## src/rtl/muldiv_unit.sv

```systemverilog
// Iterative signed/unsigned multiply and divide feeding the Hi/Lo registers.
// One shift-add or restoring shift-subtract step per cycle on operand
// magnitudes, followed by a single sign-fix cycle that loads hi/lo.
module muldiv_unit #(
    parameter int unsigned WIDTH = 32
) (
    input  logic             clk,
    input  logic             reset,
    input  logic             start,
    input  logic [1:0]       op,
    input  logic [WIDTH-1:0] a,
    input  logic [WIDTH-1:0] b,
    output logic [WIDTH-1:0] hi,
    output logic [WIDTH-1:0] lo,
    output logic             busy,
    output logic             done,
    output logic             div_zero
);

    localparam int unsigned W2    = 2 * WIDTH;
    localparam int unsigned CNT_W = $clog2(WIDTH);
    localparam logic [CNT_W-1:0] LAST_ITER = CNT_W'(WIDTH - 1);

    typedef enum logic [1:0] {
        IDLE,
        CALC,
        FIX
    } state_t;

    state_t           state;
    logic [CNT_W-1:0] cnt;
    logic [W2-1:0]    acc;      // mult: {partial product, multiplier}; div: {remainder, quotient}
    logic [WIDTH-1:0] opnd;     // multiplicand or divisor magnitude
    logic             is_div;
    logic             neg_q;    // product / quotient needs negation
    logic             neg_r;    // remainder needs negation (dividend sign)

    logic             op_signed;
    logic             a_neg;
    logic             b_neg;
    logic [WIDTH-1:0] a_mag;
    logic [WIDTH-1:0] b_mag;
    logic [WIDTH:0]   mul_sum;
    logic [WIDTH:0]   div_trial;
    logic [WIDTH:0]   div_diff;
    logic [W2-1:0]    prod_fix;
    logic [WIDTH-1:0] quo_fix;
    logic [WIDTH-1:0] rem_fix;

    // Operand magnitudes, one iteration step and the final sign correction
    always_comb begin
        op_signed = ~op[0];
        a_neg     = op_signed & a[WIDTH-1];
        b_neg     = op_signed & b[WIDTH-1];
        a_mag     = a_neg ? (~a + WIDTH'(1)) : a;
        b_mag     = b_neg ? (~b + WIDTH'(1)) : b;

        mul_sum   = {1'b0, acc[W2-1:WIDTH]} + {1'b0, {WIDTH{acc[0]}} & opnd};

        div_trial = acc[W2-1:WIDTH-1];
        div_diff  = div_trial - {1'b0, opnd};

        prod_fix  = neg_q ? (~acc + W2'(1)) : acc;
        quo_fix   = neg_q ? (~acc[WIDTH-1:0] + WIDTH'(1)) : acc[WIDTH-1:0];
        rem_fix   = neg_r ? (~acc[W2-1:WIDTH] + WIDTH'(1)) : acc[W2-1:WIDTH];
    end

    // Control FSM with datapath registers and registered outputs
    always_ff @(posedge clk) begin
        if (!reset) begin
            state    <= IDLE;
            cnt      <= '0;
            acc      <= '0;
            opnd     <= '0;
            is_div   <= 1'b0;
            neg_q    <= 1'b0;
            neg_r    <= 1'b0;
            hi       <= '0;
            lo       <= '0;
            busy     <= 1'b0;
            done     <= 1'b0;
            div_zero <= 1'b0;
        end else begin
            done <= 1'b0;
            case (state)
                IDLE: begin
                    if (start) begin
                        div_zero <= 1'b0;
                        if (op[1] && (b == '0)) begin
                            // divide by zero completes at once, hi/lo untouched
                            done     <= 1'b1;
                            div_zero <= 1'b1;
                        end else begin
                            is_div <= op[1];
                            neg_q  <= a_neg ^ b_neg;
                            neg_r  <= a_neg;
                            opnd   <= b_mag;
                            acc    <= {{WIDTH{1'b0}}, a_mag};
                            cnt    <= '0;
                            busy   <= 1'b1;
                            state  <= CALC;
                        end
                    end
                end
                CALC: begin
                    if (is_div) begin
                        if (div_diff[WIDTH]) begin
                            acc <= {div_trial[WIDTH-1:0], acc[WIDTH-2:0], 1'b0};
                        end else begin
                            acc <= {div_diff[WIDTH-1:0], acc[WIDTH-2:0], 1'b1};
                        end
                    end else begin
                        acc <= {mul_sum, acc[WIDTH-1:1]};
                    end
                    cnt <= cnt + CNT_W'(1);
                    if (cnt == LAST_ITER) begin
                        state <= FIX;
                    end
                end
                FIX: begin
                    if (is_div) begin
                        hi <= rem_fix;
                        lo <= quo_fix;
                    end else begin
                        hi <= prod_fix[W2-1:WIDTH];
                        lo <= prod_fix[WIDTH-1:0];
                    end
                    busy  <= 1'b0;
                    done  <= 1'b1;
                    state <= IDLE;
                end
                default: begin
                    state <= IDLE;
                end
            endcase
        end
    end

endmodule

```

## config.mk

```make
export PLATFORM = sky130hd
export DESIGN_NAME = muldiv_unit
export DESIGN_NICKNAME = d
export VERILOG_FILES = /design/src/rtl/muldiv_unit.sv
export SDC_FILE = /design/constraint.sdc
export NUM_CORES = 1
export LEC_CHECK = 0
export CAP_MARGIN = 20
export CORE_MARGIN = 1
export CORE_UTILIZATION = 55
export CTS_CLUSTER_SIZE = 12
export DETAILED_ROUTE_END_ITERATION = 7
export DONT_BUFFER_PORTS = 1
export PLACE_DENSITY = 0.73
export RECOVER_POWER = 50
export SLEW_MARGIN = 20
export SYNTH_ARGS = -nofsm -noshare
export SYNTH_HDL_FRONTEND = slang
export SYNTH_SLANG_ARGS = --single-unit
```

## constraint.sdc

```tcl
create_clock -name clk -period 3.52 [get_ports clk]
set_input_delay 0.528 -clock clk [delete_from_list [all_inputs] [get_ports clk]]
set_output_delay 0.528 -clock clk [all_outputs]
set_load 0.02 [all_outputs]
```

Yosys cells after proc, flatten, opt, wreduce, memory -nomap -nowiden. Index checks and enable logic that the tools add are counted.

$lt $le $gt $ge: 0. Reductions and logical operators: 10. Shift-type cells: 0. Muxes and demuxes: 25. Multipliers: 0. $add $sub $neg: 8. Equal/unequal tests: 6. Div/mod/pow operators: 0. Bitwise logic cells: 11.

Operators with widths (number): 64-bit 2-to-1 mux (5); 32-bit 2-to-1 mux (6); 32-bit by 1-bit adder with 32-bit output (second input constant) (4); 32-bit inverter (4); 64-bit one-hot mux with 2 select lines (1); 64-bit by 1-bit adder with 64-bit output (second input constant) (1); 64-bit inverter (1); 32-bit by 32-bit adder with 33-bit output (1); 33-bit by 32-bit subtractor with 33-bit output (1); 32-bit bitwise AND (1); 32-bit logical NOT (1); 3-bit AND reduction (4); 5-bit 2-to-1 mux (2); 5-bit one-hot mux with 2 select lines (1); 2-bit 2-to-1 mux (3); 2-bit inequality test (second input constant) (3); 5-bit by 1-bit adder with 5-bit output (second input constant) (1); 5-bit equality test (second input constant) (1); 1-bit 2-to-1 mux (4); 1-bit one-hot mux with 2 select lines (2); 2-bit one-hot mux with 2 select lines (1); 2-bit nonzero test (2); 1-bit bitwise AND (2); 2-bit by 1-bit equality test with 1-bit output (second input constant) (1); 6 further kinds (7).

Word-level logic and storage cells: 72. Output and inout port bits: 67. Input bits: 69. Bits in writable memories: 0. Memories: 0. Latch bits: 0. Bits in read-only memories: 0. Flip-flop bits (word level): 173.

Logic depth before layout (Yosys ltp). Gate-level depths: netlist (run 1).

Depth in word-level cells: 6. Mapped depth: 14. Depth with buffers taken out: 13.

Worst setup path after synthesis (run 1). OpenSTA, ideal clock, no wires.

Path type: reg-to-reg. From: reg acc[49]. To: reg acc[41]. Clock period less this slack: 3.396 ns. Slack: 0.124 ns. Stages on the path, launching flop included: 14. Arrival: 3.268 ns. Cells stage by stage: dfxtp_1 -> ha_1 -> buf_2 -> and3_1 -> and2_1 -> a2111oi_0 -> o31ai_1 -> o21a_1 -> a311o_1 -> xor2_1 -> buf_2 -> buf_2 -> mux2i_1 -> o21ai_0.

Longest elaborated chain between the ends: 4.

RTL lines: start, declared (RTL line 32) `logic [W2-1:0] acc;`; start signal, assigned (RTL line 98) `acc <= {{WIDTH{1'b0}}, a_mag};`; start signal, assigned (RTL line 108) `acc <= {div_trial[WIDTH-1:0], acc[WIDTH-2:0], 1'b0};`; start signal, assigned (RTL line 110) `acc <= {div_diff[WIDTH-1:0], acc[WIDTH-2:0], 1'b1};`; 33-bit by 32-bit subtractor with 33-bit output (RTL line 61) `div_diff = div_trial - {1'b0, opnd};`; 64-bit 2-to-1 mux (RTL line 107) `if (div_diff[WIDTH]) begin`; 64-bit 2-to-1 mux (RTL line 106) `if (is_div) begin`; 64-bit one-hot mux with 2 select lines (RTL line 85) `case (state)`.

No other way between the ends. A chain may end at the register's enable or synchronous reset.

Worst setup path after layout (run 1).
From: reg opnd[20]. To: reg acc[32].

Longest elaborated chain between the ends: 4.

RTL lines: start, declared (RTL line 33) `logic [WIDTH-1:0] opnd;`; start signal, assigned (RTL line 97) `opnd <= b_mag;`; 33-bit by 32-bit subtractor with 33-bit output (RTL line 61); 64-bit 2-to-1 mux (RTL line 107); 64-bit 2-to-1 mux (RTL line 106); 64-bit one-hot mux with 2 select lines (RTL line 85); end signal, assigned (RTL line 108); end signal, assigned (RTL line 110); end signal, assigned (RTL line 113) `acc <= {mul_sum, acc[WIDTH-1:1]};`.

No other way between the ends.

==> results of run 1 <==
## power by group through the flow
stage | clock, W | combinational, W | sequential, W
floorplan | 0 | 0.000929 | 0.00214
global placement | 0 | 0.00122 | 0.00218
detailed placement | 0 | 0.00124 | 0.00218
CTS | 0.00203 | 0.00124 | 0.00214
global route | 0.00210 | 0.00139 | 0.00215
finish | 0.00202 | 0.00127 | 0.00214
## placed cells by master, fill, tap and decap left out, types with 23 or more instances in the layout
| cell type | n |
|---|---|
| mux2i_1 | 58 |
| ha_1 | 70 |
| buf_4 | 81 |
| a211oi_1 | 76 |
| a21o_1 | 23 |
| dfxtp_1 | 170 |
| o211ai_1 | 34 |
| o21ai_0 | 118 |
| inv_1 | 62 |
| nand2_1 | 171 |
| nand3_1 | 35 |
| xor2_1 | 82 |
| nor3_1 | 43 |
| xnor2_1 | 89 |
| a21oi_1 | 141 |
| nor2_1 | 187 |
## through the flow
stage / cell area (um^2) / utilization (%) / cells
5_1_grt: 14700 / 62.1 / 2093
3_5_place_dp: 14000 / 59.4 / 2060
6_report: 14700 / 62.1 / 2093
3_3_place_gp: 14000 / 59.4 / 2060
2_1_floorplan: 13300 / - / 1765
4_1_cts: 14700 / 62.1 / 2092
## kinds of logic (layout without fill, tap and decap cells)
logic type | count (synthesis) | count (layout) | synth area share (%)
fa+ha+maj | 72 | 72 | 6.87
mux | 58 | 58 | 4.35
buf+inv | 176 | 185 | 5.24
compound gates | 540 | 540 | 26.1
simple gates | 573 | 573 | 20.1
xor+xnor | 173 | 173 | 11.4
flops | 173 | 173 | 26.0
## Yosys cell counts, drive strengths merged (35+ instances only)
library cell    n  area (um^2)
nor2          187          704
dfxtp         173         3460
nand2         172          653
a21oi         141          706
o21ai         122          614
clkbuf         94          357
xnor2          90          796
xor2           83          727
a211oi         78          586
ha             70          876
inv            63          236
mux2i          58          581
nor3           43          215
nand3          35          175
## flip-flops by register name (all words and copies together), names as in the netlist
register,flops
cnt,5
state,2
hi,32
done,1
busy,1
div_zero,1
opnd,32
is_div,1
neg_r,1
neg_q,1
acc,64
lo,32
## metal layers
layer | share of wire, % | vias to the layer above | GRT usage, %
met2 | 44 | 679 | 48.9
li1 | - | 6363 | -
met5 | 0 | - | 0
met4 | 1.6 | 0 | 8.04
met3 | 9.9 | 57 | 6.02
met1 | 45 | 6173 | 46.2
## area by class of cell
type | instances | share of cell area [%]
Clock buffer | 17 | 2.90
Clock inverter | 15 | 1.40
Inverter | 63 | 1.62
Multi-Input combinational cell | 1416 | 62.9
Sequential cell | 173 | 23.6
Tap cell | 319 | 2.72
Timing Repair Buffer | 90 | 4.84
## final timing paths
| check | startpoint | end | depth (start not counted) |
|---|---|---|---|
| worst min register to register | opnd[31] | opnd[31] | 2 |
| worst min-delay path | reset | is_div | 2 |
| worst max register to register | opnd[20] | acc[32] | 12 |
| worst max-delay path | opnd[20] | acc[32] | 12 |
## timing repair
action / CTS / global route
pin swaps: 0 / 3
gates resized for setup: 2 / 12
endpoints found under the hold margin: 0 / 0
endpoints found under the setup margin: 33 / 31
==> results.yml, run 1 <==
power:
  p_sw_share_pct: 35.0
  internal_power_w: 0.00353
  cellPowerDensity_nw_per_um2: 370
  seqPwrFrac_pct: 39.4
  p_sw_w: 0.00190
  clkPwrFrac_pct: 37.1
  pwr-share-comb_pct: 23.5
  max-vdd-ir-drop_mv: 0.273
  power.total_w: 0.00543
  p_leak_nw: 5.77
worst_setup_path:
  r2r_slack_ns: 0.08
  critPathLaunchType: "flip-flop"
  criticalPathCategory: "reg -> reg"
  worstPathRequired_ns: 3.85
  cp_top_family: "compound AO/OA/AOI/OAI gates"
  crit_fanout: 6
  critPathMaxStageDelay_ns: 0.45
  critPathArrivalTime_ns: 3.76
  critical_path.cell_chain: "inv_1, ha_1, and3_1, and2_1, a2111oi_4, o31ai_2, o21a_1, a311o_2, xor2_4, buf_4, mux2i_1, a221o_1"
  end_kind: "flip-flop"
  cp_slowest_cell: "a2111oi_4"
  path_buf_inv: 2
outcome:
  violations: "max-capacitance violations, max-slew violations"
  status: "finished with violations"
global_routing:
  track_usage_pct: 32.2
  grt_max_degree: 72
  antenna_found_initial: 0
  grt_pass1_vias: 11900
  grt_pass1_wl_um: 62700
  grt_overflow: 0
timing:
  period_minus_slack_ns: 3.44
  finalSetupTns_ns: 0
  max_freq_mhz: 291
  finalWorstSetupSlack_ns: 0.0846
  setup_viol: 0
  slew_viol_final: 75
  relSlewSlack_pct: -55.4
  worstMarginPinSlew_ns: 2.33
  finalClockSkew_ns: 0.0149
  hold_viol_final: 0
  min_period_over_period_pct: 97.6
  holdWs_ns: 0.208
clocking:
  postCtsSetupRepairBufs: 0
  numCtsBuffers: 17
  cts_tree: "built"
  postCtsHoldBufs: 0
  max-clock-path-buffers: 2
  h-tree-depth: 4
  clkSlewWorstSetupHoldPaths_ns: 0.09
  clk_latency_ns: 0.45
  clock-root-buffer: "clkbuf_16"
  numClockSinks: 173
floorplan:
  die-area_um2: 24900
  die_x_um: 158
  start_util_pct: 56.5
  ios: 136
  fp.dieH_um: 158
  core-area_um2: 23600
  rows: 56
layout:
  multi_input_area_um2: 9230
  antenna_cells: 0
  syn_to_final_growth_pct: 10.0
  filler_cell_count: 2169
  nNetsFinal: 1902
  drive_gt1_share_pct: 8.51
  regArea_um2: 3470
synth:
  synth.avg_cell_area_um2: 7.55
  synth_cell_type_count: 72
  syn_inst: 1765
  synth_nets: 1906
  synth_warnings: 0
  ys_seq_area_share_pct: 26.0
  synth_area_um2: 13300
  synth-main-ff-cell: "dfxtp_1"
  synthArstFlopShare_pct: 0
  synth_edf_count: 0
  synth_seq_cells: 173
job:
  maxCapViolCount: 2
worst_hold_path:
  hp-class: "in -> reg"
detailed_routing:
  routedWlPerCell_um: 19.3
  drc: 0
  num_vias: 13300
  dr.pass1.iters: 6
  antenna_left: 0
  viasPerCell: 6.34
  wirelength_um: 40400
  drt_iter0_markers: 1406
placed_design:
  port_buffers: 0
  post-dp-hpwl_um: 31200
  place_ws_ns: -0.183
  gp_congestion: 1.04
Note: power is estimated with default switching activity, not from simulation.
==> run 2, diff against run 1 <==
--- a/config.mk
+++ b/config.mk
@@ -6,11 +6,12 @@
 export NUM_CORES = 1
 export LEC_CHECK = 0
 export CAP_MARGIN = 20
-export CORE_MARGIN = 1
+export CORE_MARGIN = 8
 export CORE_UTILIZATION = 55
 export CTS_CLUSTER_SIZE = 12
 export DETAILED_ROUTE_END_ITERATION = 7
 export DONT_BUFFER_PORTS = 1
+export MAX_ROUTING_LAYER = met4
 export PLACE_DENSITY = 0.73
 export RECOVER_POWER = 50
 export SLEW_MARGIN = 20
==> results.yml, run 2 (synthesis results as in run 1) <==
clocking:
  h-tree-depth: 4
  postCtsHoldBufs: 0
  clkSlewWorstSetupHoldPaths_ns: 0.09
  clock-root-buffer: "clkbuf_16"
  numClockSinks: 173
  clk_latency_ns: 0.45
  max-clock-path-buffers: 2
  numCtsBuffers: 17
  cts_tree: "built"
timing:
  period_minus_slack_ns: 3.41
  min_period_over_period_pct: 96.9
  worstMarginPinSlew_ns: 2.28
  setup_viol: 0
  finalClockSkew_ns: 0.0202
  slew_viol_final: 88
  hold_viol_final: 0
  max_freq_mhz: 293
  relSlewSlack_pct: -52.3
power:
  cellPowerDensity_nw_per_um2: 375
  max-vdd-ir-drop_mv: 0.266
  p_leak_nw: 5.86
  power.total_w: 0.00555
detailed_routing:
  routedWlPerCell_um: 20.0
  drt_iter0_markers: 1117
  wirelength_um: 42200
  drc: 0
  dr.pass1.iters: 6
  antenna_left: 0
  viasPerCell: 6.22
  num_vias: 13100
worst_setup_path:
  path_buf_inv: 2
  rr_worst_depth: 12
  cp_slowest_cell: "a311o_2"
  worstPathRequired_ns: 3.84
  criticalPathCategory: "reg -> reg"
  crit_fanout: 14
  crit_cells: 12
  cp_top_family: "compound AO/OA/AOI/OAI gates"
  critPathArrivalTime_ns: 3.73
  end_kind: "flip-flop"
  cp_common_cell: "o21ai_0"
  critical_path.cell_chain: "inv_1, ha_1, a21oi_1, o21ai_0, a2111oi_2, o31ai_1, o21a_1, a311o_2, xor2_4, buf_8, mux2i_1, o21ai_0"
  critPathLaunchType: "flip-flop"
  critPathMaxStageDelay_ns: 0.47
job:
  maxCapViolCount: 2
outcome:
  status: "finished with violations"
  violations: "max-capacitance violations, max-slew violations"
global_routing:
  grt_use_met2_pct: 42.6
  track_usage_pct: 28.9
  grt_pass1_vias: 12100
  grt_overflow: 0
  grtUsageMet3_pct: 5.92
  use_met1_pct: 39.0
  antenna_found_initial: 1
  top_usage_layer: "met2"
  grt_max_degree: 70
  grt_pass1_wl_um: 66200
worst_hold_path:
  hold_path_depth: 2
  hp-class: "in -> reg"
floorplan:
  core-area_um2: 24000
  ios: 136
  die-area_um2: 29500
  start_util_pct: 55.5
  die_x_um: 172
  fp.dieH_um: 172
  rows: 57
placed_design:
  gp_congestion: 1.03
  port_buffers: 0
  post-dp-hpwl_um: 32600
layout:
  multi_input_area_um2: 9220
  max_flop_register: "acc"
  drive_gt1_share_pct: 9.00
  regArea_um2: 3460
  final_common_cell: "nor2_1"
  filler_cell_count: 2256
  final_cell_mix: "nor2_1 (187), dfxtp_1 (172), nand2_1 (171)"
  fin_util_pct: 61.6
  nNetsFinal: 1917
  syn_to_final_growth_pct: 11.0
  largest_register_ff_count: 64
[run 2: changes by cell type in the layout (fill, tap and decap cells not counted), sizes merged]
cell      before  now
diode          0    1
bufinv         0    2
buf           86  100
clkinvlp       1    0
clkbuf        21   22
clkinv         9    8
[run 2: path summary, 6_finish.rpt]
| path | startpoint | endpoint | slack [ns] |
|---|---|---|---|
| max | opnd[13] | acc[43] | 0.11 |
| min | reset | cnt[3] | 0.22 |
| min reg2reg | opnd[31] | opnd[31] | 0.46 |
| max reg2reg | opnd[13] | acc[43] | 0.11 |
[run 2: layer usage]
layer  part of all wire [%]  vias up
met3                    9.3       68
met5                      0        -
met2                     43      513
met1                     45     6159
li1                       -     6403
met4                    2.1        0
[run 2: cell type report]
type | count | share of cell area [%]
Multi-Input combinational cell | 1416 | 62.3
Sequential cell | 173 | 23.4
Timing Repair Buffer | 105 | 5.53
Clock buffer | 17 | 2.87
Tap cell | 324 | 2.74
Inverter | 63 | 1.61
Clock inverter | 15 | 1.58
Antenna cell | 1 | 0.0169
[run 2: report_power, final]
part / internal, W / switching [W] / leakage (nW)
clock network: 0.00111 / 0.00102 / 0.318
registers: 0.00204 / 0.0000888 / 1.41
logic: 0.000514 / 0.000779 / 4.13
[run 2: worst reg2reg max path, stage by stage (launching register included)]
cell and delay, ns:
dfxtp_1 0.31, inv_1 0.14, ha_1 0.27, a21oi_1 0.20
o21ai_0 0.21, a2111oi_2 0.41, o31ai_1 0.19, o21a_1 0.23
a311o_2 0.47, xor2_4 0.30, buf_8 0.24, mux2i_1 0.23
o21ai_0 0.09
[run 2: what timing repair did]
item	CTS	global route
setup buffers	0	2
pin swaps	0	2
endpoints found under the setup margin	24	29
resized for setup	4	8
[run 2: stage by stage]
step                area (um^2)  TNS, ns  instances  setup slack, ns  hold WS (ns)
global route              14800  -0.0341       2114          -0.0169         0.225
global placement          14100   -0.777       2079          -0.0829         0.446
finish                    14800        0       2114            0.111         0.224
CTS                       14800        0       2111           0.0174         0.212
detailed placement        14100    -1.35       2079           -0.135         0.449
floorplan                 13300        0       1765            0.124         0.436
==> run 3, diff against run 2 <==
--- a/config.mk
+++ b/config.mk
@@ -13,7 +13,6 @@
 export DONT_BUFFER_PORTS = 1
 export MAX_ROUTING_LAYER = met4
 export PLACE_DENSITY = 0.73
-export RECOVER_POWER = 50
 export SLEW_MARGIN = 20
 export SYNTH_ARGS = -nofsm -noshare
 export SYNTH_HDL_FRONTEND = slang
==> results.yml, run 3 (synthesis results as in run 1) <==
outcome:
  status: "complete, no violations"
floorplan:
  ios: 136
  fp.dieH_um: 172
  core-area_um2: 24000
  start_util_pct: 55.5
  die-area_um2: 29500
  die_x_um: 172
  rows: 57
detailed_routing:
  antenna_left: 0
  routedWlPerCell_um: 19.9
  wirelength_um: 42100
  drt_iter0_markers: 1127
  viasPerCell: 6.20
  num_vias: 13100
  dr.pass1.iters: 5
  drc: 0
clocking:
  numCtsBuffers: 17
  h-tree-depth: 4
  postCtsHoldBufs: 0
  max-clock-path-buffers: 2
  clk_latency_ns: 0.45
  cts_tree: "built"
  clock-root-buffer: "clkbuf_16"
  numClockSinks: 173
  clkSlewWorstSetupHoldPaths_ns: 0.09
layout:
  final_common_cell: "nor2_1"
  largest_register_ff_count: 64
  max_flop_register: "acc"
  nNetsFinal: 1917
  final_cell_mix: "nor2_1 (186), dfxtp_1 (172), nand2_1 (171)"
  syn_to_final_growth_pct: 11.4
  drive_gt1_share_pct: 9.45
  design_area_um2: 14900
worst_setup_path:
  end_kind: "flip-flop"
  critPathMaxStageDelay_ns: 0.47
  worstReg2RegStart: "opnd[13]"
  cp_slowest_cell: "a311o_2"
  crit_fanout: 14
  worstPathRequired_ns: 3.84
  critPathLaunchType: "flip-flop"
  cp_common_cell: "o21ai_0"
  criticalPathCategory: "reg -> reg"
  critical_path.cell_chain: "inv_1, ha_1, a21oi_1, o21ai_0, a2111oi_2, o31ai_1, o21a_1, a311o_2, xor2_4, buf_8, mux2i_1, o21ai_0"
  critPathLaunch: "opnd[13]"
  critPathArrivalTime_ns: 3.71
placed_design:
  port_buffers: 0
  gp_congestion: 1.03
  placed_area_um2: 14100
  post-dp-hpwl_um: 32600
power:
  p_sw_share_pct: 33.9
  p_sw_w: 0.00188
  internal_power_w: 0.00367
  clkPwrFrac_pct: 38.3
  pwr-share-comb_pct: 23.4
  p_leak_nw: 5.88
  max-vdd-ir-drop_mv: 0.266
  seqPwrFrac_pct: 38.3
  cellPowerDensity_nw_per_um2: 374
timing:
  slew_viol_final: 0
  finalClockSkew_ns: 0.0224
  finalSetupTns_ns: 0
  period_minus_slack_ns: 3.39
  hold_viol_final: 0
  relSlewSlack_pct: 35.4
  holdWs_ns: 0.225
  worstMarginPinSlew_ns: 0.968
  max_freq_mhz: 295
  min_period_over_period_pct: 96.3
  setup_viol: 0
global_routing:
  grt_max_degree: 70
  track_usage_pct: 28.9
  grt_pass1_wl_um: 66200
  grt_pass1_vias: 12100
  antenna_found_initial: 1
  grt_overflow: 0
worst_hold_path:
  min_from: "reset"
  hp-class: "in -> reg"
job:
  maxCapViolCount: 0
run 3: metrics by stage:
| stage | util [%] | setup WS (ns) | cells | total power (W) |
|---|---|---|---|---|
| 4_1_cts | 61.6 | 0.0174 | 2111 | 0.00553 |
| 6_report | 61.8 | 0.131 | 2114 | 0.00555 |
| 5_1_grt | 61.8 | -0.0169 | 2114 | 0.00578 |
| 3_3_place_gp | 58.8 | -0.0829 | 2079 | 0.00341 |
| 3_5_place_dp | 58.8 | -0.135 | 2079 | 0.00343 |
| 2_1_floorplan | - | 0.124 | 1765 | 0.00307 |
run 3: critical path: cells and delay by family, from the launching register on:
kind	cells	cell delay [ns]
buffers and inverters	2	0.38
adders and majority gates	1	0.27
muxes	1	0.23
xor gates and xnor gates	1	0.30
AOI/OAI and AO/OA	7	1.78
DFF	1	0.31
run 3: timing repair:
item,in CTS,in global routing
resized for setup,4,8
pin swaps,0,2
setup endpoints to repair,24,29
setup buffers,0,2
run 3: area by class of cell:
| type | instances | area (um^2) |
|---|---|---|
| Antenna cell | 1 | 2.50 |
| Inverter | 63 | 238 |
| Timing Repair Buffer | 105 | 850 |
| Tap cell | 324 | 405 |
| Multi-Input combinational cell | 1416 | 9240 |
| Fill cell | 2241 | 9180 |
| Clock buffer | 17 | 425 |
| Sequential cell | 173 | 3460 |
| Clock inverter | 15 | 234 |
run 3: power by group through the flow:
stage / clock (W) / sequential [W] / combinational, W
finish: 0.00213 / 0.00213 / 0.00130
global route: 0.00222 / 0.00214 / 0.00142
CTS: 0.00214 / 0.00212 / 0.00127
detailed placement: 0 / 0.00217 / 0.00126
global placement: 0 / 0.00217 / 0.00125
floorplan: 0 / 0.00214 / 0.000929
run 3: final timing paths:
check,endpoint,slack (ns),cells past startpoint
worst max register to register,acc[43],0.13,12
worst min-delay path,cnt[3],0.23,2
worst max-delay path,acc[43],0.13,12
worst min register to register,opnd[31],0.47,2
run 3: per-layer routing:
layer,global-route usage (%),routed length [um],up-vias
met1,39.0,19200,6145
met2,42.6,18200,493
met4,9.15,908,0
li1,-,-,6406
met3,5.92,3790,62
met5,-,0,-
